--- src/rtl/rng_share_pkg.sv ---
// Shared constants and helpers for the stochastic-computing RNG array:
// LFSR tap masks by width, the reset seed, and a width-aware rotate-left.
package rng_share_pkg;

    localparam int unsigned LfsrSeed  = 1;
    localparam int unsigned MaxRwid   = 16;

    // Bit i set means state bit i feeds the XOR; all polynomials are primitive.
    function automatic logic [MaxRwid-1:0] lfsr_tap_mask(input int unsigned width);
        logic [MaxRwid-1:0] mask;
        case (width)
            3:       mask = 16'h0006;
            4:       mask = 16'h000C;
            5:       mask = 16'h0014;
            6:       mask = 16'h0030;
            7:       mask = 16'h0060;
            8:       mask = 16'h00B8;
            9:       mask = 16'h0110;
            10:      mask = 16'h0240;
            11:      mask = 16'h0500;
            12:      mask = 16'h0E08;
            13:      mask = 16'h1C80;
            14:      mask = 16'h3802;
            15:      mask = 16'h6000;
            16:      mask = 16'hD008;
            default: mask = '0;
        endcase
        return mask;
    endfunction

    // Rotates the low 'width' bits of v left by n; bits above 'width' read as zero.
    function automatic logic [MaxRwid-1:0] rotl(input logic [MaxRwid-1:0] v,
                                                  input int unsigned width,
                                                  input int unsigned n);
        logic [MaxRwid-1:0] r;
        r = '0;
        for (int unsigned i = 0; i < MaxRwid; i++) begin
            if (i < width) begin
                r[4'((i + n) % width)] = v[4'(i)];
            end
        end
        return r;
    endfunction

endpackage

--- src/rtl/rng_lfsr_core.sv ---
// Maximal-length Fibonacci LFSR, left-shifting; advances once per enabled cycle.
module rng_lfsr_core
    import rng_share_pkg::*;
#(
    parameter int unsigned RWID = 8
) (
    input  logic            clk,
    input  logic            rst_n,
    input  logic            enable,
    output logic [RWID-1:0] state
);

    localparam logic [MaxRwid-1:0] TapMask = lfsr_tap_mask(RWID);
    localparam logic [RWID-1:0]    Seed    = RWID'(LfsrSeed);

    if (RWID < 3 || RWID > MaxRwid) begin : g_bad_width
        $error("rng_lfsr_core: RWID must be within 3..16");
    end

    logic [RWID-1:0] r_state;
    logic            w_fb;

    assign w_fb  = ^(r_state & TapMask[RWID-1:0]);
    assign state = r_state;

    always_ff @(posedge clk or negedge rst_n) begin
        if (!rst_n) begin
            r_state <= Seed;
        end else if (enable) begin
            r_state <= {r_state[RWID-2:0], w_fb};
        end
    end

endmodule

--- src/rtl/rng_share_array.sv ---
// Shared RNG array: one LFSR fanned out through an SDIM-tap delay line, replicated into TDIM rows.
// Define RNG_SHARE_ROTATE_EN to rotate row b left by (b mod RWID) bits; otherwise rows are copies.
module rng_share_array
    import rng_share_pkg::*;
#(
    parameter int unsigned RWID = 8,
    parameter int          BDIM = 0,
    parameter int unsigned SDIM = 8,
    localparam int unsigned TDIM = (BDIM < 1) ? 1 : BDIM
) (
    input  logic            clk,
    input  logic            rst_n,
    input  logic            enable,
    output logic [RWID-1:0] rngSeq [TDIM*SDIM-1:0]
);

    logic [RWID-1:0] w_row0 [SDIM];

    rng_lfsr_core #(
        .RWID (RWID)
    ) u_core (
        .clk    (clk),
        .rst_n  (rst_n),
        .enable (enable),
        .state  (w_row0[0])
    );

    // Tap s holds the core output delayed by s enabled edges.
    for (genvar s = 1; s < SDIM; s++) begin : g_tap
        logic [RWID-1:0] r_tap;

        always_ff @(posedge clk or negedge rst_n) begin
            if (!rst_n) begin
                r_tap <= '0;
            end else if (enable) begin
                r_tap <= w_row0[s-1];
            end
        end

        assign w_row0[s] = r_tap;
    end

    for (genvar b = 0; b < TDIM; b++) begin : g_row
        for (genvar s = 0; s < SDIM; s++) begin : g_col
`ifdef RNG_SHARE_ROTATE_EN
            assign rngSeq[b*SDIM+s] =
                RWID'(rotl(16'(w_row0[s]), RWID, unsigned'(b % RWID)));
`else
            assign rngSeq[b*SDIM+s] = w_row0[s];
`endif
        end
    end

endmodule

--- config.mk ---
export PLATFORM = sky130hd
export DESIGN_NAME = rng_share_array
export DESIGN_NICKNAME = d
export VERILOG_FILES = /design/src/rtl/rng_share_pkg.sv /design/src/rtl/rng_lfsr_core.sv /design/src/rtl/rng_share_array.sv
export SDC_FILE = /design/constraint.sdc
export NUM_CORES = 1
export LEC_CHECK = 0
export BUFFER_PORTS_ARGS = -buffer_cell sky130_fd_sc_hd__buf_4
export CAP_MARGIN = 15
export CORE_ASPECT_RATIO = 1.5
export CORE_UTILIZATION = 44
export CTS_CLUSTER_DIAMETER = 50
export CTS_CLUSTER_SIZE = 12
export DETAILED_ROUTE_END_ITERATION = 12
export HOLD_SLACK_MARGIN = 0.02
export PLACE_DENSITY = 0.91
export SYNTH_ARGS = -nofsm -noshare
export SYNTH_HDL_FRONTEND = slang
export SYNTH_SLANG_ARGS = --single-unit
--- constraint.sdc ---
create_clock -name clk -period 2.01 [get_ports clk]
set_clock_uncertainty 0.2 [all_clocks]
set_input_delay 0.201 -clock clk [delete_from_list [all_inputs] [get_ports clk]]
set_output_delay 0.201 -clock clk [all_outputs]
set_load 0.02 [all_outputs]
==> flow_summary.toml <==
[setup_path]
cp_cell_sequence = "buf_4"
critical_path_class = "reg -> out"
slowest_stage = "dfrtp_1"
reg2regPathDepth = 3
cp.arrival_ns = 1.03
critPathTopFamily = "flip-flops"
worst-path-buf-inv = 1
crit_fanout = 11
startpoint_type = "register"
cp_data_required_time_ns = 1.61
crit_path_end_kind = "primary output"
cp.depth = 1
slowest_delay_ns = 0.54

[placed_design]
gp_congestion = 0.570
port_buffers = 66
place_ws_ns = 0.765

[timing]
finalCritPeriodShare_pct = 71.2
setup_violations = 0
fin_crit_ns = 1.43
fmax_mhz = 699
setup_slack_ns = 0.580
rsz0062_at_grt = "false"
hold_viol = 0
drv_slew = 0
tns_ns = 0
worst_pin_slew_ns = 0.328
relSlewSlack_pct = 78.1

[floorplan]
fp.dieW_um = 40.9
pin_count = 67
start_util_pct = 48.1
die_area_um2 = 2470
die_h_um = 60.3
coreArea_um2 = 2080
placementRows = 20

[run_status]
status = "finished clean"

[route]
drtIter0Drc = 3
drc_errors = 0
dr.pass1.iters = 4
vias_per_cell = 4.53
postRouteWirelength_um = 1630
drtAntennaViolNets = 0
wire_per_inst_um = 12.8
num_vias = 575

[finish]
syn2layout_area_growth_pct = 16.0
seqCellArea_um2 = 377
diodes = 0
nets = 109
final_layout_size_suffix_gt1_share_pct = 80.0
multiInputGateArea_um2 = 223
fill_cells = 163

[synth]
synth_warnings = 0
yosysTopAreaCell = "buf_4"
yosys.area.top_type_share_pct = 36.8
synth_top_flop_cell = "dfrtp_1"
syn_inst = 85
ys_ff_latch = 15
yosysSeqAreaShare_pct = 37.7
ys_types = 10
syn-mean-instance-area_um2 = 11.7
syn-cell-area_um2 = 998
synthArstFlopShare_pct = 100
synth_common_cells = "buf_4, dfrtp_1, mux2_4"
synth-edff-count = 0
netlist_top_cells_area = "buf_4, dfrtp_1, mux2_4"
synth_most_common_cell = "buf_4"
synth_fp_nets = 88

[grt]
grt_start_max_net_pins = 17
grt_antenna_before_repair = 0
track_usage_pct = 14.4
grt_pass1_vias = 469
overflow = 0
grt_pass1_wl_um = 2240

[clock_network]
cts_sinks = 15
cts.repair.resized = 0
holdBufCountCts = 1
tritoncts.num_buffers = 3
cts_tree = "built"
cts_setup_buffers = 0
cts_root_buf = "clkbuf_4"
clk_pin_slew_ns = 0.08
cts_buffer_depth = 2
insertion_delay_ns = 0.28
cts_htree_levels = 1

[hold_path]
hold_class = "in -> reg"
hold_depth = 2

[run]
drv_cap = 0
-- final timing paths --
path	startpoint	endpoint	slack [ns]
max	g_tap[6].r_tap[1]	rngSeq[21]	0.58
min	enable	u_core.state[0]	0.07
max reg2reg	g_tap[6].r_tap[1]	u_core.state[0]	0.77
min reg2reg	g_tap[7].r_tap[7]	g_tap[7].r_tap[7]	0.32
max in group asynchronous	rst_n	u_core.state[0]	1.27
min in group asynchronous	rst_n	g_tap[7].r_tap[7]	0.10
-- kinds of logic (layout without fill, tap and decap cells) --
family                    Yosys count  count (layout)  synth area share [%]
buffers and inverters              51              71                  40.0
DFF                                15              15                  37.7
muxes                              14              14                  18.8
xor gates and xnor gates            3               3                  2.63
AOI/OAI and AO/OA                   1               1                 0.501
and+or+nand+nor                     1               1                 0.376
-- sequential cells by signal (all words and copies together) (netlist names) --
| name | count |
|---|---|
| g_tap.r_tap | 14 |
| u_core.state | 1 |
-- stage by stage --
step                      instance area [um2]  cells  hold WS, ns  utilization [%]
final                                    1160    127       0.0651             55.8
after global routing                     1160    127       0.0640             55.8
after CTS                                1160    127       0.0598             55.8
after detailed placement                 1120    122       -0.138             54.0
after global placement                   1120    122       -0.141             54.0
after floorplan                           998     85       -0.295                -
-- final cells by class --
cell class	count	area share [%]
tap	22	2.38
clock buffer	4	2.27
multi-input combinational	19	19.2
timing repair buffer	67	43.6
sequential	15	32.5
-- layer usage --
metal | vias to the layer above | global-route usage, % | share of wire [%]
met3 | 4 | 2.20 | 8.8
met5 | - | 0 | 0
met1 | 274 | 12.4 | 32
met2 | 37 | 25.7 | 56
met4 | 0 | 12.9 | 3.3
li1 | 260 | - | -
-- placed cells by master, fill, tap and decap left out --
cell type / instances
buf_4: 66
dfrtp_1: 14
mux2_4: 8
mux2_2: 6
xnor2_1: 3
clkbuf_4: 3
nor2_1: 1
a21oi_1: 1
clkbuf_1: 1
dlygate4sd3_1: 1
dfstp_2: 1
-- worst reg2reg max path, delay by kind of cell (launching register included) --
family / cells / cell delay (ns)
XOR/XNOR: 2 / 0.33
AO/OA/AOI/OAI: 1 / 0.15
flip-flops: 1 / 0.50
Power is left out: the tool's default activity adds up to more than one toggle a clock period on the data nets, which glitch-free logic cannot reach.
